File: src/rtl/pixel_writer.sv
// Depth-shades closest-hit results into RGB565 and streams them into a linear framebuffer
// over an Avalon-MM write master, with a 2-entry FIFO absorbing memory stalls.
module pixel_writer #(
   parameter int unsigned FB_WIDTH  = 320,
   parameter int unsigned FB_HEIGHT = 240,
   parameter logic [15:0] BG_COLOR  = 16'h0000,
   parameter int unsigned T_SHIFT   = 16
) (
   input  logic        clk,
   input  logic        reset,
   input  logic        ivalid,
   input  logic        i_hit,
   input  logic [31:0] i_t,
   input  logic [31:0] baseaddr,
   output logic        o_ready,
   output logic [15:0] o_x,
   output logic [15:0] o_y,
   output logic        o_frame_done,
   output logic        avm_m0_write,
   output logic [31:0] avm_m0_address,
   output logic [15:0] avm_m0_writedata,
   output logic [1:0]  avm_m0_byteenable,
   input  logic        avm_m0_waitrequest
);

   localparam logic [0:0]  StIdle  = 1'b0;
   localparam logic [0:0]  StWrite = 1'b1;
   localparam logic [15:0] XLast   = 16'(FB_WIDTH - 1);
   localparam logic [15:0] YLast   = 16'(FB_HEIGHT - 1);
   localparam logic [31:0] LinLast = 32'(FB_WIDTH * FB_HEIGHT - 1);

   logic [0:0]  state_q, state_d;
   logic [15:0] mem_q [2];
   logic [15:0] mem_d [2];
   logic        wr_ptr_q, wr_ptr_d;
   logic        rd_ptr_q, rd_ptr_d;
   logic [1:0]  count_q, count_d;
   logic [31:0] lin_q, lin_d;
   logic [15:0] x_q, x_d;
   logic [15:0] y_q, y_d;
   logic        frame_done_q, frame_done_d;

   logic signed [31:0] t_sh;
   logic [4:0]  inten;
   logic [15:0] colour;
   logic        push;
   logic        wr_done;

   assign t_sh = $signed(i_t) >>> T_SHIFT;

   always_comb begin
      inten  = (t_sh > 32'sd31) ? 5'd0 : ~t_sh[4:0];
      colour = {inten, inten, inten[4], inten};
      if (!i_hit || i_t[31]) begin
         colour = BG_COLOR;
      end
   end

   assign o_ready = !reset && (count_q != 2'd2);
   assign push    = ivalid && o_ready;
   assign wr_done = !reset && (state_q == StWrite) && !avm_m0_waitrequest;

   always_comb begin
      mem_d[0] = mem_q[0];
      mem_d[1] = mem_q[1];
      if (push) begin
         mem_d[wr_ptr_q] = colour;
      end
      wr_ptr_d = wr_ptr_q ^ push;
      rd_ptr_d = rd_ptr_q ^ wr_done;
      count_d  = count_q + 2'(push) - 2'(wr_done);

      lin_d = lin_q;
      x_d   = x_q;
      y_d   = y_q;
      if (wr_done) begin
         if (x_q == XLast) begin
            x_d = 16'd0;
            if (y_q == YLast) begin
               y_d   = 16'd0;
               lin_d = 32'd0;
            end else begin
               y_d   = y_q + 16'd1;
               lin_d = lin_q + 32'd1;
            end
         end else begin
            x_d   = x_q + 16'd1;
            lin_d = lin_q + 32'd1;
         end
      end
      frame_done_d = wr_done && (lin_q == LinLast);

      // A push landing on the completion edge keeps the bus busy back-to-back.
      state_d = state_q;
      case (state_q)
         StIdle:  if (count_d != 2'd0) state_d = StWrite;
         StWrite: if (count_d == 2'd0) state_d = StIdle;
         default: state_d = StIdle;
      endcase
   end

   always_ff @(posedge clk) begin
      if (reset) begin
         state_q      <= StIdle;
         mem_q[0]     <= 16'd0;
         mem_q[1]     <= 16'd0;
         wr_ptr_q     <= 1'b0;
         rd_ptr_q     <= 1'b0;
         count_q      <= 2'd0;
         lin_q        <= 32'd0;
         x_q          <= 16'd0;
         y_q          <= 16'd0;
         frame_done_q <= 1'b0;
      end else begin
         state_q      <= state_d;
         mem_q[0]     <= mem_d[0];
         mem_q[1]     <= mem_d[1];
         wr_ptr_q     <= wr_ptr_d;
         rd_ptr_q     <= rd_ptr_d;
         count_q      <= count_d;
         lin_q        <= lin_d;
         x_q          <= x_d;
         y_q          <= y_d;
         frame_done_q <= frame_done_d;
      end
   end

   // Outputs are forced low whenever reset is asserted, even before state clears.
   assign avm_m0_write      = !reset && (state_q == StWrite);
   assign avm_m0_address    = avm_m0_write ? baseaddr + {lin_q[30:0], 1'b0} : 32'd0;
   assign avm_m0_writedata  = avm_m0_write ? mem_q[rd_ptr_q] : 16'd0;
   assign avm_m0_byteenable = {2{avm_m0_write}};
   assign o_x               = reset ? 16'd0 : x_q;
   assign o_y               = reset ? 16'd0 : y_q;
   assign o_frame_done      = !reset && frame_done_q;

endmodule

File: config.mk
export PLATFORM = sky130hd
export DESIGN_NAME = pixel_writer
export DESIGN_NICKNAME = d
export VERILOG_FILES = /design/src/rtl/pixel_writer.sv
export SDC_FILE = /design/constraint.sdc
export NUM_CORES = 1
export LEC_CHECK = 0
export ABC_AREA = 1
export CAP_MARGIN = 20
export CORE_MARGIN = 5
export CORE_UTILIZATION = 56
export CTS_CLUSTER_DIAMETER = 30
export CTS_CLUSTER_SIZE = 16
export DETAILED_ROUTE_END_ITERATION = 7
export PLACE_DENSITY = 0.95
export REMOVE_ABC_BUFFERS = 1
export SETUP_SLACK_MARGIN = 0.3
export SLEW_MARGIN = 20
export SYNTH_ARGS = -nofsm -noshare
export SYNTH_HDL_FRONTEND = slang
export SYNTH_SLANG_ARGS = --single-unit
File: constraint.sdc
create_clock -name clk -period 4.75 [get_ports clk]
set_input_delay 0.475 -clock clk [delete_from_list [all_inputs] [get_ports clk]]
set_output_delay 0.475 -clock clk [all_outputs]
set_load 0.01 [all_outputs]
==> flow_summary.yaml <==
timing:
  max_freq_mhz: 279
  finalSetupTns_ns: 0
  finClkSkew_ns: 0.00855
  fin_crit_ns: 3.59
  fin_crit_sh_pct: 75.6
  relSlewSlack_pct: 52.3
  rsz0062_at_grt: "no"
  finalSetupViolCount: 0
  worstMarginPinSlew_ns: 0.713
  hold_viol_final: 0
  slew_violations: 0
global_route:
  met1_usage_pct: 35.7
  grt_pass1_vias: 7399
  antenna_found_initial: 0
  grt.total_usage_pct: 28.4
  grt_max_degree: 48
  gr-usage-met3_pct: 3.45
  grt_pass1_wl_mm: 34.4
  grt_overflow_total: 0
  grt.met2_usage_pct: 50.5
  top_usage_layer: "met2"
critical_path:
  crit_type: "in2out"
  crit_path_max_incr_delay_ns: 0.55
  crit_path_end_kind: "output pin"
  ff2ff_setup_slack_ns: 2.10
  cp_slowest_cell: "clkdlybuf4s50_1"
  path_delay_family: "simple AND/OR/NAND/NOR gates"
  required_ns: 4.28
  reg2regPathDepth: 9
  r2r-end: "x_q[7]"
  crit_top_cell: "nand2_1"
  cp_max_fo: 4
  r2r-start: "state_q"
  crit_buf_inv: 2
  cp.arrival_ns: 3.12
  cp-start-kind: "input pin"
  path_cells: "clkdlybuf4s50_1, ha_1, fa_1, nand2_1, nand2_1, nand3b_1, nand2_1, nand2_1, nand2_1, nand2_1, nand2_1, nand2_1, nand2_1, nor2_1, clkdlybuf4s50_1"
synth:
  synth-compound-area-share_pct: 12.4
  synth_edf_count: 0
  synth_top_family_by_area: "simple AND/OR/NAND/NOR gates"
  yosys_warnings: 0
  synth.distinct_cells: 47
  synth-simple-area-share_pct: 43.4
  avgSynthCellArea_um2: 5.85
  synthMuxAreaShare_pct: 0
  synthArstFlopShare_pct: 0
  ys_ff_latch: 80
  yosysTopAreaCell: "dfxtp_1"
  ys_seq_area_share_pct: 23.1
  synthFlopType: "dfxtp_1"
  syn_inst: 1185
  synth_area_leaders: "dfxtp_1 (23%), nand2_1 (16%), nor2_1 (12%), inv_1 (8.6%), ha_1 (6.7%)"
  synth_fa_ha_area_share_pct: 6.97
  yosysTopAreaCellShare_pct: 23.1
  synth-xor-area-share_pct: 2.28
  syn_area_um2: 6930
die:
  io_pins: 154
  die_area_um2: 14700
  fp.dieH_um: 121
  rows: 40
  core_um2: 12100
  start_util_pct: 57.4
  die_w_um: 121
routing:
  drc: 0
  dr.first_iter.drc_count: 592
  wirelength_mm: 21.0
  routedWlPerCell_um: 14.2
  dr.pass1.iters: 7
  vias: 7988
  vias_per_cell: 5.42
  ant_nets: 0
clocking:
  cts_max_path_buffers: 2
  htreeDepth: 3
  cts_sinks: 80
  cts_made_buffers: 9
  cts_tree: "built"
  cts_root_buffer: "clkbuf_16"
  cts.hold.buffers_added: 0
  ctsResizeCount: 0
  insertion_delay_ns: 0.34
  postCtsSetupBuffers: 0
  clk_pin_slew_ns: 0.06
worst_hold_path:
  hold_class: "in2reg"
  min-delay-start: "reset"
  holdPathStages: 2
  min_to: "state_q"
layout:
  area_growth_syn_to_layout_pct: 24.2
  filler_cell_count: 1045
  drive_above_1_share_pct: 3.75
  fin_nets: 1409
  n_antenna_cell: 0
  final_area_um2: 8600
status:
  run_status: "completed"
placement:
  dp.final_hpwl_mm: 16.2
  gp_congestion: 0.933
  portBuffers: 137
  place_area_um2: 8320
pwr:
  peakVddDrop_mv: 0.218
  p_leak_nw: 3.71
  power.density_nw_per_um2: 196
flow_run:
  maxCapViolCount: 0
==> Yosys cell counts, types with 4 or more instances <==
library cell,count
inv_1,159
and3_1,4
buf_4,13
nor3_1,41
buf_1,5
clkbuf_1,8
nand4_1,17
ha_1,37
nor3b_1,5
nand3b_1,10
inv_2,4
nand3_1,61
nor4_1,10
nand2_1,294
o21ai_0,50
o21bai_1,6
nor2_2,6
xnor2_1,6
xor2_1,12
nor2_1,223
buf_2,4
a21oi_1,89
o21a_1,4
dfxtp_1,80
==> stage by stage <==
stage | utilization (%) | cells | hold WS (ns) | power (W) | setup WS, ns
finish | 71.3 | 1474 | 0.438 | 0.00169 | 1.16
global placement | 69.0 | 1459 | 0.469 | 0.00101 | 1.21
global route | 71.3 | 1474 | 0.446 | 0.00175 | 1.02
detailed placement | 69.0 | 1459 | 0.487 | 0.00101 | 1.18
CTS | 71.3 | 1474 | 0.437 | 0.00169 | 1.18
floorplan | - | 1152 | 0.450 | 0.000856 | 2.32
==> flip-flops by register name (all words and copies together) (netlist names) <==
register      flops
count_q           2
lin_q            32
x_q              16
mem_q            10
y_q              16
frame_done_q      1
state_q           1
rd_ptr_q          1
wr_ptr_q          1
==> layout by cell type, fill, tap and decap left out, types with 3 or more instances in the layout <==
master / synthesis / routed
clkdlybuf4s50_1: 0 / 136
xnor2_1: 6 / 6
nor3_1: 41 / 41
and3_1: 4 / 4
nor2_2: 6 / 6
a21oi_1: 89 / 89
nor2_1: 223 / 223
o21a_1: 4 / 4
nand3b_1: 10 / 10
inv_2: 4 / 4
clkbuf_16: 0 / 9
o21ai_0: 50 / 50
nor4_1: 10 / 10
o21bai_1: 6 / 6
nand4_1: 17 / 17
nor2_4: 3 / 3
nand2_2: 3 / 3
inv_1: 159 / 159
nand2_1: 294 / 294
dfxtp_1: 80 / 80
nor3b_1: 5 / 5
nand3_1: 61 / 61
xor2_1: 12 / 12
ha_1: 37 / 37
==> worst max-delay path by stage <==
stage | start | end | slack [ns] | cells after the start
global route | baseaddr[1] | avm_m0_address[21] | 1.02 | 14
CTS | baseaddr[1] | avm_m0_address[21] | 1.18 | 14
finish | baseaddr[1] | avm_m0_address[23] | 1.16 | 15
global placement | baseaddr[1] | avm_m0_address[21] | 1.21 | 14
floorplan | baseaddr[1] | avm_m0_address[21] | 2.32 | 12
detailed placement | baseaddr[1] | avm_m0_address[21] | 1.18 | 14
==> cell families (layout without fill, tap and decap cells) <==
group,Yosys count,after routing
AND/OR/NAND/NOR,691,691
adder cells (fa/ha/maj),38,38
XOR/XNOR,18,18
AO/OA/AOI/OAI,161,161
buffers and inverters,197,318
flip-flops,80,80
==> power by group <==
part           switching, W  leakage (nW)  internal, W  total (W)
registers         0.0000139         0.646     0.000686   0.000700
logic              0.000166          2.92     0.000137   0.000303
clock network      0.000280         0.143     0.000405   0.000685
total              0.000460          3.71      0.00123    0.00169
==> layer usage <==
layer / vias to the layer above / part of all wire [%]
met5: - / 0
met1: 3540 / 42
met2: 373 / 48
li1: 4025 / -
met3: 50 / 7.1
met4: 0 / 2.4
==> final cells by class <==
cell class	instances	area [um^2]	share of cell area, %
multi-input cells	908	4510	52.4
flip-flops and latches	80	1600	18.6
repair buffers	139	1380	16.1
inverters	164	618	7.18
clock buffers	10	229	2.66
well taps	168	210	2.44
clock inverters	5	57.6	0.669
Power figures use the tool's default switching activity.
